==> config.mk <==
export PLATFORM = sky130hd
export DESIGN_NAME = update_weight_sequencer
export DESIGN_NICKNAME = d
export VERILOG_FILES = /design/src/rtl/dqn_pkg.sv /design/src/rtl/update_weight_addr_gen.sv /design/src/rtl/update_weight_sequencer.sv
export SDC_FILE = /design/constraint.sdc
export NUM_CORES = 1
export LEC_CHECK = 0
export BUFFER_PORTS_ARGS = -buffer_cell sky130_fd_sc_hd__buf_2
export CORE_MARGIN = 10
export CORE_UTILIZATION = 50
export CTS_CLUSTER_DIAMETER = 120
export DETAILED_ROUTE_END_ITERATION = 10
export MAX_ROUTING_LAYER = met4
export PLACE_DENSITY = 0.77
export SLEW_MARGIN = 0
export SYNTH_ARGS = -nofsm -noshare
export SYNTH_HDL_FRONTEND = slang
export SYNTH_SLANG_ARGS = --single-unit
==> constraint.sdc <==
create_clock -name clk -period 2.48 [get_ports clk]
set_clock_uncertainty 0.15 [all_clocks]
set_input_delay 0.248 -clock clk [delete_from_list [all_inputs] [get_ports clk]]
set_output_delay 0.248 -clock clk [all_outputs]
set_load 0.01 [all_outputs]
==> src/rtl/dqn_pkg.sv <==
// Shared definitions for the DQN weight-update datapath: FSM state encoding
// and a constant-foldable ceiling-log2 helper.
package dqn_pkg;

  typedef enum logic [2:0] {
    ST_IDLE,
    ST_SELECT,
    ST_ISSUE,
    ST_DRAIN,
    ST_DONE
  } upd_state_e;

  // Ceiling log2; returns 0 for 0 and 1.
  function automatic int unsigned clog2(input int unsigned value);
    int unsigned v;
    int unsigned r;
    r = 0;
    v = (value > 0) ? value - 1 : 0;
    while (v != 0) begin
      r = r + 1;
      v = v >> 1;
    end
    return r;
  endfunction

endpackage

==> src/rtl/update_weight_addr_gen.sv <==
// Walks one layer's weight matrix (forward node outer, back node + bias inner)
// and presents the registered address/bias/last payload of the current request.
module update_weight_addr_gen
  import dqn_pkg::*;
#(
  parameter int unsigned ADDRESS_WIDTH = 11
) (
  input  logic                     clk,
  input  logic                     rst,
  input  logic                     load,
  input  logic                     advance,
  input  logic [7:0]               f_count,
  input  logic [7:0]               b_count,
  output logic [ADDRESS_WIDTH-1:0] weight_addr,
  output logic [ADDRESS_WIDTH-1:0] data_addr,
  output logic [ADDRESS_WIDTH-1:0] delta_addr,
  output logic                     bias,
  output logic                     last
);

  logic [7:0]               f_q, b_q, f_n, b_n;
  logic [ADDRESS_WIDTH-1:0] w_n;
  logic                     bias_n, last_n;

  // Next position: b runs 0..B where B is the bias slot, then f advances.
  always_comb begin
    f_n = f_q;
    b_n = b_q;
    w_n = weight_addr;
    if (load) begin
      f_n = '0;
      b_n = '0;
      w_n = '0;
    end else if (advance) begin
      if (b_q == b_count) begin
        b_n = '0;
        f_n = f_q + 8'd1;
      end else begin
        b_n = b_q + 8'd1;
      end
      w_n = weight_addr + ADDRESS_WIDTH'(1);
    end
    bias_n = (b_n == b_count);
    last_n = bias_n && (f_n == 8'(f_count - 8'd1));
  end

  always_ff @(posedge clk or posedge rst) begin
    if (rst) begin
      f_q         <= '0;
      b_q         <= '0;
      weight_addr <= '0;
      data_addr   <= '0;
      delta_addr  <= '0;
      bias        <= 1'b0;
      last        <= 1'b0;
    end else if (load || advance) begin
      f_q         <= f_n;
      b_q         <= b_n;
      weight_addr <= w_n;
      data_addr   <= bias_n ? '0 : ADDRESS_WIDTH'(b_n);
      delta_addr  <= ADDRESS_WIDTH'(f_n);
      bias        <= bias_n;
      last        <= last_n;
    end
  end

endmodule

==> src/rtl/update_weight_sequencer.sv <==
// Issues weight-update requests layer by layer (highest first), limiting the
// number of unacknowledged requests and draining each layer before the next.
module update_weight_sequencer
  import dqn_pkg::*;
#(
  parameter int unsigned ADDRESS_WIDTH   = 11,
  parameter int unsigned NUM_LAYERS      = 3,
  parameter logic [8*(NUM_LAYERS+1)-1:0] NODE_COUNTS = {8'd3, 8'd32, 8'd32, 8'd2},
  parameter int unsigned MAX_OUTSTANDING = 4
) (
  input  logic                     clk,
  input  logic                     rst,
  input  logic                     i_valid,
  input  logic [NUM_LAYERS-1:0]    i_layer_mask,
  output logic                     o_req_valid,
  input  logic                     i_req_ready,
  output logic [1:0]               o_req_layer,
  output logic [ADDRESS_WIDTH-1:0] o_weight_addr,
  output logic [ADDRESS_WIDTH-1:0] o_data_addr,
  output logic [ADDRESS_WIDTH-1:0] o_delta_addr,
  output logic                     o_req_bias,
  output logic                     o_req_last,
  input  logic                     i_resp_valid,
  output logic                     o_busy,
  output logic                     o_valid
);

  localparam int unsigned      OUT_W   = clog2(MAX_OUTSTANDING + 1);
  localparam logic [OUT_W-1:0] OUT_MAX = OUT_W'(MAX_OUTSTANDING);

  upd_state_e            state_q, state_d;
  logic [1:0]            layer_q, layer_d;
  logic [NUM_LAYERS-1:0] mask_q, mask_d;
  logic [OUT_W-1:0]      outst_q, outst_d;
  logic                  req_valid_d, busy_d, valid_d;
  logic                  xfer, resp, load;
  logic                  cur_en, lower_en;
  logic [7:0]            f_cnt, b_cnt;

  assign o_req_layer = layer_q;
  assign xfer        = o_req_valid && i_req_ready;
  assign resp        = i_resp_valid && (outst_q != '0);

  // Per-layer node counts and enable bits for the layer currently selected.
  always_comb begin
    cur_en   = 1'b0;
    lower_en = 1'b0;
    f_cnt    = '0;
    b_cnt    = '0;
    for (int l = 0; l < NUM_LAYERS; l++) begin
      if (layer_q == 2'(l)) begin
        cur_en = mask_q[l];
        f_cnt  = NODE_COUNTS[8*(l+1) +: 8];
        b_cnt  = NODE_COUNTS[8*l +: 8];
      end
      if ((2'(l) < layer_q) && mask_q[l]) lower_en = 1'b1;
    end
  end

  always_comb begin
    outst_d = outst_q;
    if (xfer && !resp) outst_d = outst_q + OUT_W'(1);
    else if (!xfer && resp) outst_d = outst_q - OUT_W'(1);
  end

  always_comb begin
    state_d     = state_q;
    layer_d     = layer_q;
    mask_d      = mask_q;
    load        = 1'b0;
    req_valid_d = 1'b0;
    unique case (state_q)
      ST_IDLE: begin
        if (i_valid) begin
          state_d = ST_SELECT;
          mask_d  = i_layer_mask;
          layer_d = 2'(NUM_LAYERS - 1);
        end
      end
      ST_SELECT: begin
        if (cur_en) begin
          state_d     = ST_ISSUE;
          load        = 1'b1;
          req_valid_d = (outst_d < OUT_MAX);
        end else if (lower_en) begin
          layer_d = layer_q - 2'd1;
        end else begin
          state_d = ST_DONE;
        end
      end
      ST_ISSUE: begin
        if (xfer && o_req_last) state_d = ST_DRAIN;
        else req_valid_d = (outst_d < OUT_MAX);
      end
      ST_DRAIN: begin
        // Layers never overlap: the next one starts only once all responses are back.
        if (outst_q == '0) begin
          if (layer_q == 2'd0) begin
            state_d = ST_DONE;
          end else begin
            state_d = ST_SELECT;
            layer_d = layer_q - 2'd1;
          end
        end
      end
      ST_DONE:  state_d = ST_IDLE;
      default:  state_d = ST_IDLE;
    endcase
    busy_d  = (state_d != ST_IDLE);
    valid_d = (state_d == ST_DONE);
  end

  always_ff @(posedge clk or posedge rst) begin
    if (rst) begin
      state_q     <= ST_IDLE;
      layer_q     <= '0;
      mask_q      <= '0;
      outst_q     <= '0;
      o_req_valid <= 1'b0;
      o_busy      <= 1'b0;
      o_valid     <= 1'b0;
    end else begin
      state_q     <= state_d;
      layer_q     <= layer_d;
      mask_q      <= mask_d;
      outst_q     <= outst_d;
      o_req_valid <= req_valid_d;
      o_busy      <= busy_d;
      o_valid     <= valid_d;
    end
  end

  update_weight_addr_gen #(
    .ADDRESS_WIDTH(ADDRESS_WIDTH)
  ) u_addr_gen (
    .clk        (clk),
    .rst        (rst),
    .load       (load),
    .advance    (xfer),
    .f_count    (f_cnt),
    .b_count    (b_cnt),
    .weight_addr(o_weight_addr),
    .data_addr  (o_data_addr),
    .delta_addr (o_delta_addr),
    .bias       (o_req_bias),
    .last       (o_req_last)
  );

endmodule

==> impl_metrics.toml <==
[power]
share_seq_of_total_power_pct = 31.7
p_comb_share_pct = 52.0
netSwitchingFraction_pct = 38.5
p_int_mw = 2.23
p_clk_share_pct = 16.2
peakVddDrop_v = 0.000658
powerDensity_nw_per_um2 = 972
netSwitchingPower_mw = 1.40
p_leak_nw = 1.79

[clock_network]
clock_path_buffers = 2
cts_made_buffers = 5
h-tree-depth = 2
cts_sinks = 50
clk_pin_slew_ns = 0.09
cts_root_buf = "clkbuf_8"
clkLatencyLatePin_ns = 0.30
tritoncts = "done"

[floorplan]
start_util_pct = 52.5
num_io_pins = 48
rows = 27
die_width_um = 96.5
core_um2 = 5570
dieArea_um2 = 9310
die_h_um = 96.5

[finish]
drive_gt1_share_pct = 33.1
mostFrequentLayoutCells = "dfrtp_1 (48), buf_4 (44), buf_2 (41), nand2_1 (34), nor2_1 (28)"
final_area_um2 = 3740
final_common_cell = "dfrtp_1"
syn2layout_area_growth_pct = 27.8
antenna_cells = 0
fin_util_pct = 67.0
finalNonFillerCells = 465
fillerInstances = 457
final_nets = 414

[grt]
grt_use_total_pct = 16.5
grt_max_degree = 29
grt_first_pass_wirelength_um = 11900
gr-total-overflow = 0
antenna_found_initial = 0
grt_pass1_vias = 2524

[route]
drt-wirelength-per-cell_um = 15.1
via_per_inst = 5.36
ant_nets = 0
num_vias = 2492
drt_first_pass_iters = 4
drc = 0
wl_um = 7040
drtIter0Drc = 105

[synthesis]
ys_types = 55
netlist_area_um2 = 2920
yosysSeqAreaShare_pct = 42.8
synth_top_area_share_pct = 42.8
ys_async_sr_fraction_pct = 100
avgSynthCellArea_um2 = 9.43
synth_cells = 310
yosysWarnings = 0
synth_edf_count = 0
synth_ff_type = "dfrtp_1"
netlist_top_cells_area = "dfrtp_1 (43%), ha_1 (6.0%), nand2_1 (4.4%)"
ys_seq_elements = 50
yosysTopAreaCell = "dfrtp_1"

[placed_design]
dpl_cell_area_um2 = 3480
port_buffers = 41
placed_cells = 449
place_congestion = 0.826
dp_hpwl_um = 5330

[worst_hold_path]
hold_path_class = "in2reg"

[sta]
max_freq_mhz = 384
setup_violations = 3
worst_slack_ns = -0.125
setup_tns_ns = -0.302
min_period_ns = 2.60
post-route-period-util_pct = 105
drv_slew = 0
rsz0062_at_grt = "true"
hold_viol_final = 0

[critical_path]
setup.worst_path.end_class = "register"
crit_chain = "inv_4, ha_4, xnor2_4, nand4_1, and2_4, a22o_1, xnor2_1, a2111o_1, a32o_1"
path_class = "reg2reg"
cp-start-kind = "register"
slowest_delay_ns = 0.45
cp.required_ns = 2.53
cp_slowest_cell = "dfrtp_2"
critPathArrivalTime_ns = 2.66
worstPathMaxFanout = 4

[outcome]
failed_checks = "setup timing"
status = "complete, but fails checks"

[flow_run]
maxCapViolCount = 0
## cell families (layout without fill, tap and decap cells)
kind of cell	count (synthesis)	count (layout)	synth area share [%]
compound gates	60	60	14.3
xor+xnor	24	24	7.19
fa+ha+maj	14	14	5.99
buf+inv	33	111	5.90
flops	50	50	42.8
mux	6	6	2.22
other cells	1	6	0.128
simple gates	122	122	21.5
## critical path, delay by kind of cell (launching register included)
kind | cells | cell delay [ns]
buffers and inverters | 1 | 0.10
and+or+nand+nor | 2 | 0.46
adders and majority gates | 1 | 0.22
AOI/OAI and AO/OA | 3 | 0.83
DFF | 1 | 0.45
xor gates and xnor gates | 2 | 0.28
## per-layer routing
metal  wire length, um  GRT usage [%]  vias to the layer above
li1                  -              -                     1234
met2              3470           27.5                       65
met1              2970           18.6                     1180
met3               472           4.47                       13
met5                 0              -                        -
met4               130           5.69                        0
## metrics by stage
stage	hold WS (ns)	setup WS, ns	total power [mW]
finish	0.0194	-0.125	3.63
global route	0.00737	-0.273	3.92
CTS	0.00881	-0.128	3.50
detailed placement	0.154	-0.163	2.85
global placement	0.150	-0.119	2.80
floorplan	0.250	-0.0842	2.22
## flip-flops by register name, summed over array words and instances, names as in the netlist
| register | flops |
|---|---|
| u_addr_gen.b_q | 8 |
| o_busy | 1 |
| o_req_layer | 2 |
| u_addr_gen.weight_addr | 11 |
| o_req_valid | 1 |
| u_addr_gen.data_addr | 7 |
| outst_q | 3 |
| o_valid | 1 |
| u_addr_gen.delta_addr | 8 |
| u_addr_gen.last | 1 |
| state_q | 3 |
| mask_q | 3 |
| u_addr_gen.bias | 1 |
## timing repair
item | in CTS | in global routing
endpoints found under the hold margin | 50 | 0
setup endpoints to repair | 4 | 6
hold buffers | 1 | 0
gates cloned | 0 | 0
setup buffers | 3 | 4
gates resized for setup | 7 | 10
pin swaps | 2 | 7
## power groups by stage
| stage | Combinational, mW | Clock, mW | Sequential, mW |
|---|---|---|---|
| final | 1.89 | 0.590 | 1.15 |
| after global routing | 2.09 | 0.651 | 1.18 |
| after CTS | 1.74 | 0.608 | 1.15 |
| after detailed placement | 1.69 | 0 | 1.16 |
| after global placement | 1.64 | 0 | 1.15 |
| after floorplan | 1.04 | 0 | 1.18 |
## worst paths after layout
kind                                              start                       to  slack (ns)  cells after the start
worst min register to register  u_addr_gen.data_addr[4]  u_addr_gen.data_addr[4]        0.33                      2
worst min-delay path                    i_layer_mask[2]                mask_q[2]        0.02                      2
min in group asynchronous                           rst               outst_q[2]        0.38                      4
max in group asynchronous                           rst        u_addr_gen.b_q[6]        1.48                      4
worst max-delay path                     o_req_layer[0]  u_addr_gen.data_addr[1]       -0.12                      9
worst max register to register           o_req_layer[0]  u_addr_gen.data_addr[1]       -0.12                      9
## cells in the mapped netlist, types with 2 or more instances
cell       count
a32o_1         3
nand4_1        6
or2_2          2
clkbuf_1       4
nand2b_1       7
mux2_2         4
or3_1          3
nor2_1        28
o211ai_1       2
buf_6          2
o31ai_1        4
a311oi_1       2
dfrtp_1       50
buf_2          3
a2111oi_0      2
xnor2_1       14
mux2i_1        2
nand3_1        9
and2_1         5
and3_1         4
nand2_1       34
buf_4          8
nor3_1         8
nand3b_1       2
nor2b_1        4
a211oi_1       2
ha_1          14
a31oi_1        4
inv_1         14
o21ai_0       19
xor2_1        10
nor3b_1        2
a21oi_1       10
a221oi_1       2
## area by class of cell
type / instances / area [um2] / area share (%)
clock buffers: 7 / 86.3 / 2.31
clock inverters: 1 / 30.0 / 0.804
inverters: 15 / 61.3 / 1.64
multi-input cells: 232 / 1650 / 44.1
flip-flops and latches: 50 / 1250 / 33.6
well taps: 72 / 90.1 / 2.41
repair buffers: 88 / 568 / 15.2
No activity file was read; power rests on OpenSTA's default activity.
